File: config.mk
export PLATFORM = sky130hd
export DESIGN_NAME = ysyx_25060170_ctrl
export DESIGN_NICKNAME = d
export VERILOG_FILES = /design/src/rtl/ysyx_25060170_ctrl.sv
export SDC_FILE = /design/constraint.sdc
export NUM_CORES = 1
export LEC_CHECK = 0
export BUFFER_PORTS_ARGS = -buffer_cell sky130_fd_sc_hd__buf_2
export CAP_MARGIN = 10
export CORE_ASPECT_RATIO = 1.2
export CORE_MARGIN = 2
export CORE_UTILIZATION = 30
export DETAILED_ROUTE_END_ITERATION = 7
export PLACE_DENSITY = 0.49
export SLEW_MARGIN = 0
export SYNTH_ARGS = -nofsm -noshare
export SYNTH_HDL_FRONTEND = slang
export SYNTH_SLANG_ARGS = --single-unit
File: constraint.sdc
create_clock -name clk -period 1.9 [get_ports clk]
set_clock_uncertainty 0.1 [all_clocks]
set_input_delay 0 -clock clk [delete_from_list [all_inputs] [get_ports clk]]
set_output_delay 0 -clock clk [all_outputs]
set_load 0.005 [all_outputs]
File: src/rtl/ysyx_25060170_ctrl.sv
// ysyx_25060170_ctrl
//   Multicycle sequencing controller for the single-issue NPC core. Steps one
//   instruction at a time through FETCH, DECODE, EXEC, optional MEM and WB,
//   and gates the functional units with one-hot, state-decoded enables.
//   Also keeps a retired-instruction counter, a fetch/memory watchdog and
//   sticky halt/error status for the simulation environment.
//
// Parameters
//   TIMEOUT  maximum wait cycles in FETCH or MEM before an error is raised
//   CNT_W    watchdog counter width (TIMEOUT < 2**CNT_W)
//
// Ports
//   clk, rst                 clock, asynchronous active-low reset
//   ifu_req / ifu_valid      fetch request (FETCH) / instruction available
//   inst_load/store/ebreak/illegal  decode flags, sampled in DECODE
//   idu_latch, exu_en        IDU capture (DECODE), EXU result register (EXEC)
//   lsu_req / lsu_we / lsu_done  memory request (MEM), write qualifier, done
//   wbu_commit               GPR write / PC update qualifier (WB)
//   halt, error, err_code    sticky status (err_code: 1 illegal, 2 fetch
//                            timeout, 3 memory timeout)
//   retire_cnt               committed-instruction count, wraps mod 2**32
//   state_o                  current state for debug
module ysyx_25060170_ctrl #(
  parameter int unsigned TIMEOUT = 255,
  parameter int unsigned CNT_W   = 8
) (
  input  logic        clk,
  input  logic        rst,
  output logic        ifu_req,
  input  logic        ifu_valid,
  input  logic        inst_load,
  input  logic        inst_store,
  input  logic        inst_ebreak,
  input  logic        inst_illegal,
  output logic        idu_latch,
  output logic        exu_en,
  output logic        lsu_req,
  output logic        lsu_we,
  input  logic        lsu_done,
  output logic        wbu_commit,
  output logic        halt,
  output logic        error,
  output logic [1:0]  err_code,
  output logic [31:0] retire_cnt,
  output logic [2:0]  state_o
);

  typedef enum logic [2:0] {
    S_IDLE   = 3'd0,
    S_FETCH  = 3'd1,
    S_DECODE = 3'd2,
    S_EXEC   = 3'd3,
    S_MEM    = 3'd4,
    S_WB     = 3'd5,
    S_HALT   = 3'd6,
    S_ERROR  = 3'd7
  } state_t;

  localparam logic [CNT_W-1:0] WD_LIMIT = CNT_W'(TIMEOUT);

  state_t           state, next_state;
  logic [CNT_W-1:0] wd_cnt;
  logic             load_q, store_q;
  logic             set_halt, set_err;
  logic [1:0]       code_nxt;

  // Next-state and status-event decode
  always_comb begin
    next_state = state;
    set_halt   = 1'b0;
    set_err    = 1'b0;
    code_nxt   = 2'd0;
    case (state)
      S_IDLE:   next_state = S_FETCH;
      S_FETCH: begin
        // A valid arriving on the expiry cycle wins over the watchdog
        if (ifu_valid) begin
          next_state = S_DECODE;
        end else if (wd_cnt == WD_LIMIT) begin
          next_state = S_ERROR;
          set_err    = 1'b1;
          code_nxt   = 2'd2;
        end
      end
      S_DECODE: begin
        if (inst_illegal) begin
          next_state = S_ERROR;
          set_err    = 1'b1;
          code_nxt   = 2'd1;
        end else if (inst_ebreak) begin
          next_state = S_HALT;
          set_halt   = 1'b1;
        end else begin
          next_state = S_EXEC;
        end
      end
      S_EXEC:   next_state = (load_q || store_q) ? S_MEM : S_WB;
      S_MEM: begin
        if (lsu_done) begin
          next_state = S_WB;
        end else if (wd_cnt == WD_LIMIT) begin
          next_state = S_ERROR;
          set_err    = 1'b1;
          code_nxt   = 2'd3;
        end
      end
      S_WB:     next_state = S_FETCH;
      S_HALT:   next_state = S_HALT;
      S_ERROR:  next_state = S_ERROR;
      default:  next_state = S_IDLE;
    endcase
  end

  always_ff @(posedge clk or negedge rst) begin
    if (!rst) begin
      state      <= S_IDLE;
      wd_cnt     <= '0;
      load_q     <= 1'b0;
      store_q    <= 1'b0;
      halt       <= 1'b0;
      error      <= 1'b0;
      err_code   <= 2'd0;
      retire_cnt <= '0;
    end else begin
      state <= next_state;
      // Counting only while remaining in a wait state makes every entry
      // into FETCH or MEM start from zero.
      if ((state == S_FETCH || state == S_MEM) && next_state == state) begin
        wd_cnt <= wd_cnt + CNT_W'(1);
      end else begin
        wd_cnt <= '0;
      end
      // ebreak/illegal act directly on the DECODE transition and are kept
      // in halt/error, so only the memory-class flags need holding.
      if (state == S_DECODE) begin
        load_q  <= inst_load;
        store_q <= inst_store;
      end
      if (set_halt) begin
        halt <= 1'b1;
      end
      if (set_err) begin
        error    <= 1'b1;
        err_code <= code_nxt;
      end
      if (state == S_WB) begin
        retire_cnt <= retire_cnt + 32'd1;
      end
    end
  end

  assign ifu_req    = (state == S_FETCH);
  assign idu_latch  = (state == S_DECODE);
  assign exu_en     = (state == S_EXEC);
  assign lsu_req    = (state == S_MEM);
  assign lsu_we     = (state == S_MEM) && store_q;
  assign wbu_commit = (state == S_WB);
  assign state_o    = state;

endmodule

**Yosys cells after proc, flatten, opt, wreduce, memory -nomap -nowiden**

Cells that the tools add are included.

- Reductions and logical operators: 6
- Muxes and demuxes: 22
- Eq/ne operators: 9
- Add/sub/neg operators: 2

Operator list:

| operator | number |
|---|---|
| adder 32 x 1 -> 32 bit, second input constant | 1 |
| case mux 3 bit (7 select lines) | 1 |
| 2-to-1 mux 3 bit | 5 |
| equality test 3 bit, second input constant | 4 |
| 2-to-1 mux 1 bit | 9 |
| adder 8 x 1 -> 8 bit, second input constant | 1 |
| equality test 8 bit, second input constant | 1 |
| 2-to-1 mux 2 bit | 4 |
| 2-to-1 mux 8 bit | 1 |
| equality test 3 x 2 -> 1 bit, second input constant | 2 |
| case mux 2 bit (3 select lines) | 1 |
| equality test 3 x 1 -> 1 bit, second input constant | 1 |
| equality test 3 bit | 1 |
| logical NOT 3 bit | 1 |
| case mux 1 bit (3 select lines) | 1 |
| logical AND 1 bit | 2 |
| logical OR 1 bit | 2 |
| OR reduction 2 bit | 1 |

- Output and inout bits: 45
- Word-level logic and storage cells: 47
- Register bits: 49
- Input port bits: 8

**Longest topological paths before layout**

- Depth after elaboration: 7
- Depth in mapped cells: 7
- Mapped depth without buffers: 6

**Worst setup path before layout**

No wires, ideal clock.

- Kind: register to register
- Start: reg state[1] (netlist: state_o[1])
- End: reg retire_cnt[28]
- Buffers on the path: 1
- Required time: 1720 ps
- Path slack: 36 ps
- Period minus slack after synthesis: 1864 ps
- Stages on the path, launching flop included: 8
- Data arrival time: 1684 ps
- Setup time: 80 ps
- Cells stage by stage: dfrtp_1 > buf_6 > nand3b_4 > clkinv_2 > nand4_2 > or4_4 > nor2_1 > xnor2_1

- Word-level cells in the longest chain between the ends: 1

RTL lines:

| what | line | source |
|---|---|---|
| start, declared | 61 | `state_t state, next_state;` |
| start signal, assigned | 125 | `state <= next_state;` |
| equality test 3 bit | -- |  |
| net wbu_commit | 40 | `output logic wbu_commit,` |
| end signal, assigned | 147 | `retire_cnt <= retire_cnt + 32'd1;` |
| end, declared | 44 | `output logic [31:0] retire_cnt,` |

The timed path passes the listed nets, and every way through them passes these cells.
A chain may end at the register's enable or synchronous reset.

**Final worst setup path**

- Start: reg retire_cnt[5]
- End: reg retire_cnt[28]

- Word-level cells in the longest chain between the ends: 1

RTL lines:

| what | line |
|---|---|
| adder 32 x 1 -> 32 bit | 147 |

Every way passes these cells.

==> results.cfg <==
[yosys]
synthFlopType = dfrtp_1
synth_nets = 227
synth-seq-area-share_pct = 53.85
ys_ff_latch = 49
async_flop_share_pct = 100.0
synth_area_um2 = 2277
syn_inst = 217
syn_avg_cell_area_um2 = 10.49
yosysUniqueCellTypes = 35
synth-edff-count = 0
yosysWarningCount = 0

[sta]
slew_violations = 0
fin_setup_tns_ns = 0
worst_slew_pin_slew_ns = 0.5792
rsz0062_at_grt = no
final_hold_viol_count = 0
fmax_mhz = 562.9
slew_headroom_pct = 61.39
setup_violations = 0
min_period_ns = 1.776
period_share_pct = 93.50

[setup_path]
path_class = register to register
worstPathMaxFanout = 4
endpoint_kind = register
start_kind = register
worstPathRequired_ns = 2.03
cp.arrival_ns = 1.91

[power]
p_leak_nw = 1.577
comb_power_share_pct = 25.9
pwr-share-clk_pct = 28.5
p_switching_mw = 0.7719
internal-power_mw = 1.942
sequentialPowerShare_pct = 45.6
ir_drop_v = 0.0004935
switching_share_pct = 28.44
powerDensity_nw_per_um2 = 897.1
p_total_mw = 2.714

[job]
drv_cap = 0

[global_routing]
grtUsageMet1_pct = 17.97
grt_pass1_wl_mm = 8.438
grt_pass1_vias = 1710
use_met3_pct = 2.905
grt_use_total_pct = 12.57
grt_max_degree = 26
antenna_found_initial = 0
grt-ovfl-total = 0
grt_busiest_layer = met2
gr-usage-met2_pct = 18.98

[layout]
fin_nets = 315
nFillCells = 748
seqCellArea_um2 = 1226
multi_input_area_um2 = 1020
stdcell_count = 396
final_common_cell = buf_2
final_cell_mix = buf_2 (52), dfrtp_1 (49), buf_4 (28)
post_route_cells_drive_above_1_share_pct = 32.68
num_antenna_cells = 0
areaGrowthSynthToFinish_pct = 32.86

[clock_network]
clk_latency_ns = 0.30
tritoncts = yes
cts.path.max_buffers = 2
numCtsBuffers = 5
path_clk_slew_ns = 0.09
cts.htree.levels = 2
clockRootBuffer = clkbuf_8
clock-sinks = 49

[outcome]
outcome = finished, final reports clean

[floorplan]
rows = 34
fp.coreArea_um2 = 7317
fp.dieW_um = 83.54
dieArea_um2 = 8307
fp.dieH_um = 99.44
initial_utilization_pct = 31.12
io_pins = 53

[drt]
wl_per_cell_um = 12.59
route.detailed.drc = 0
drt_iter0_markers = 86
vias = 1791
viasPerCell = 4.523
dr.pass1.iters = 4
wirelength_mm = 4.986
ant_nets = 0

[placed_design]
gp_congestion = 0.7688
dp.cells = 375
port-buffer-count = 52
dp.final_hpwl_mm = 3.814

[min_path]
hold_class = primary input to register
## power groups by stage
stage | clock network (mW) | logic, mW | registers (mW)
after floorplan | 0 | 0.383 | 1.26
after detailed placement | 0 | 0.661 | 1.26
after CTS | 0.801 | 0.676 | 1.24
after global placement | 0 | 0.669 | 1.26
final | 0.773 | 0.703 | 1.24
after global routing | 0.836 | 0.791 | 1.26
## what timing repair did
action	in CTS	in global routing
endpoints found under the setup margin	0	2
endpoints found under the hold margin	32	0
resized for setup	0	4
setup buffers	0	7
hold buffers	6	0
## kinds of logic after synthesis
| family | Yosys count | share of synthesized area, % |
|---|---|---|
| buffers and inverters | 10 | 2.142 |
| DFF | 49 | 53.85 |
| xor gates and xnor gates | 37 | 14.23 |
| adders and majority gates | 2 | 1.099 |
| muxes | 3 | 1.429 |
| AOI/OAI and AO/OA | 12 | 3.187 |
| and+or+nand+nor | 104 | 24.07 |
## synthesized netlist by cell type (4+ instances only)
| master | instances | share of area (%) |
|---|---|---|
| a21oi_1 | 4 | 0.88 |
| and2_1 | 4 | 1.1 |
| and3_1 | 11 | 3.0 |
| and4_1 | 5 | 1.9 |
| dfrtp_1 | 49 | 54 |
| inv_1 | 4 | 0.66 |
| nand2_1 | 25 | 4.1 |
| nand3_1 | 17 | 3.7 |
| nand4_1 | 4 | 1.1 |
| nor2_1 | 20 | 3.3 |
| nor3_1 | 7 | 1.5 |
| o21ai_0 | 4 | 0.88 |
| xnor2_1 | 20 | 7.7 |
| xor2_1 | 17 | 6.5 |
## state kept, by name, indices dropped and copies added, names as in the netlist
register and count:
err_code 2, retire_cnt 32, wd_cnt 8, store_q 1
halt 1, error 1, load_q 1, state_o 3
## path summary, 6_finish.rpt
kind | startpoint | end | slack, ns | cells after the start
max | retire_cnt[5] | retire_cnt[28] | 0.12 | 5
min | lsu_done | wd_cnt[6] | 0.009 | 4
max reg2reg | retire_cnt[5] | retire_cnt[28] | 0.12 | 5
min reg2reg | retire_cnt[31] | retire_cnt[31] | 0.37 | 1
max in group asynchronous | rst | retire_cnt[1] | 0.95 | 3
min in group asynchronous | rst | error | 0.13 | 2
## worst max-delay path, cell delays in order (launching register included)
cell and delay (ns):
dfrtp_1 0.40, and4_1 0.24, nand4_2 0.13, or4_4 0.58
nor2_1 0.13, xnor2_1 0.12
## metrics by stage
| stage | utilization (%) | hold WS [ns] | area [um2] | setup slack (ns) |
|---|---|---|---|---|
| 2_1_floorplan | - | -0.3956 | 2277 | 0.03589 |
| 3_3_place_gp | 37.98 | -0.06071 | 2779 | 0.1287 |
| 3_5_place_dp | 37.98 | -0.06101 | 2779 | 0.07735 |
| 4_1_cts | 40.39 | 0.01483 | 2955 | 0.06052 |
| 5_1_grt | 41.35 | 0.05269 | 3025 | 0.0006186 |
| 6_report | 41.35 | 0.008602 | 3025 | 0.1236 |
## per-layer routing
layer / up-vias / wire (um) / part of all wire [%]
met5: - / 0 / 0
met4: 0 / 78 / 1.6
met3: 6 / 189 / 3.8
met2: 34 / 2303 / 46
met1: 840 / 2414 / 48
li1: 911 / - / -
## layout make-up
| cell class | instances | area share (%) |
|---|---|---|
| Sequential cell | 49 | 40.53 |
| Multi-Input combinational cell | 158 | 33.71 |
| Timing Repair Buffer | 86 | 17.54 |
| Tap cell | 90 | 3.722 |
| Clock buffer | 7 | 2.854 |
| Clock inverter | 1 | 0.9926 |
| Inverter | 5 | 0.6617 |
No activity file was read; power rests on OpenSTA's default activity.
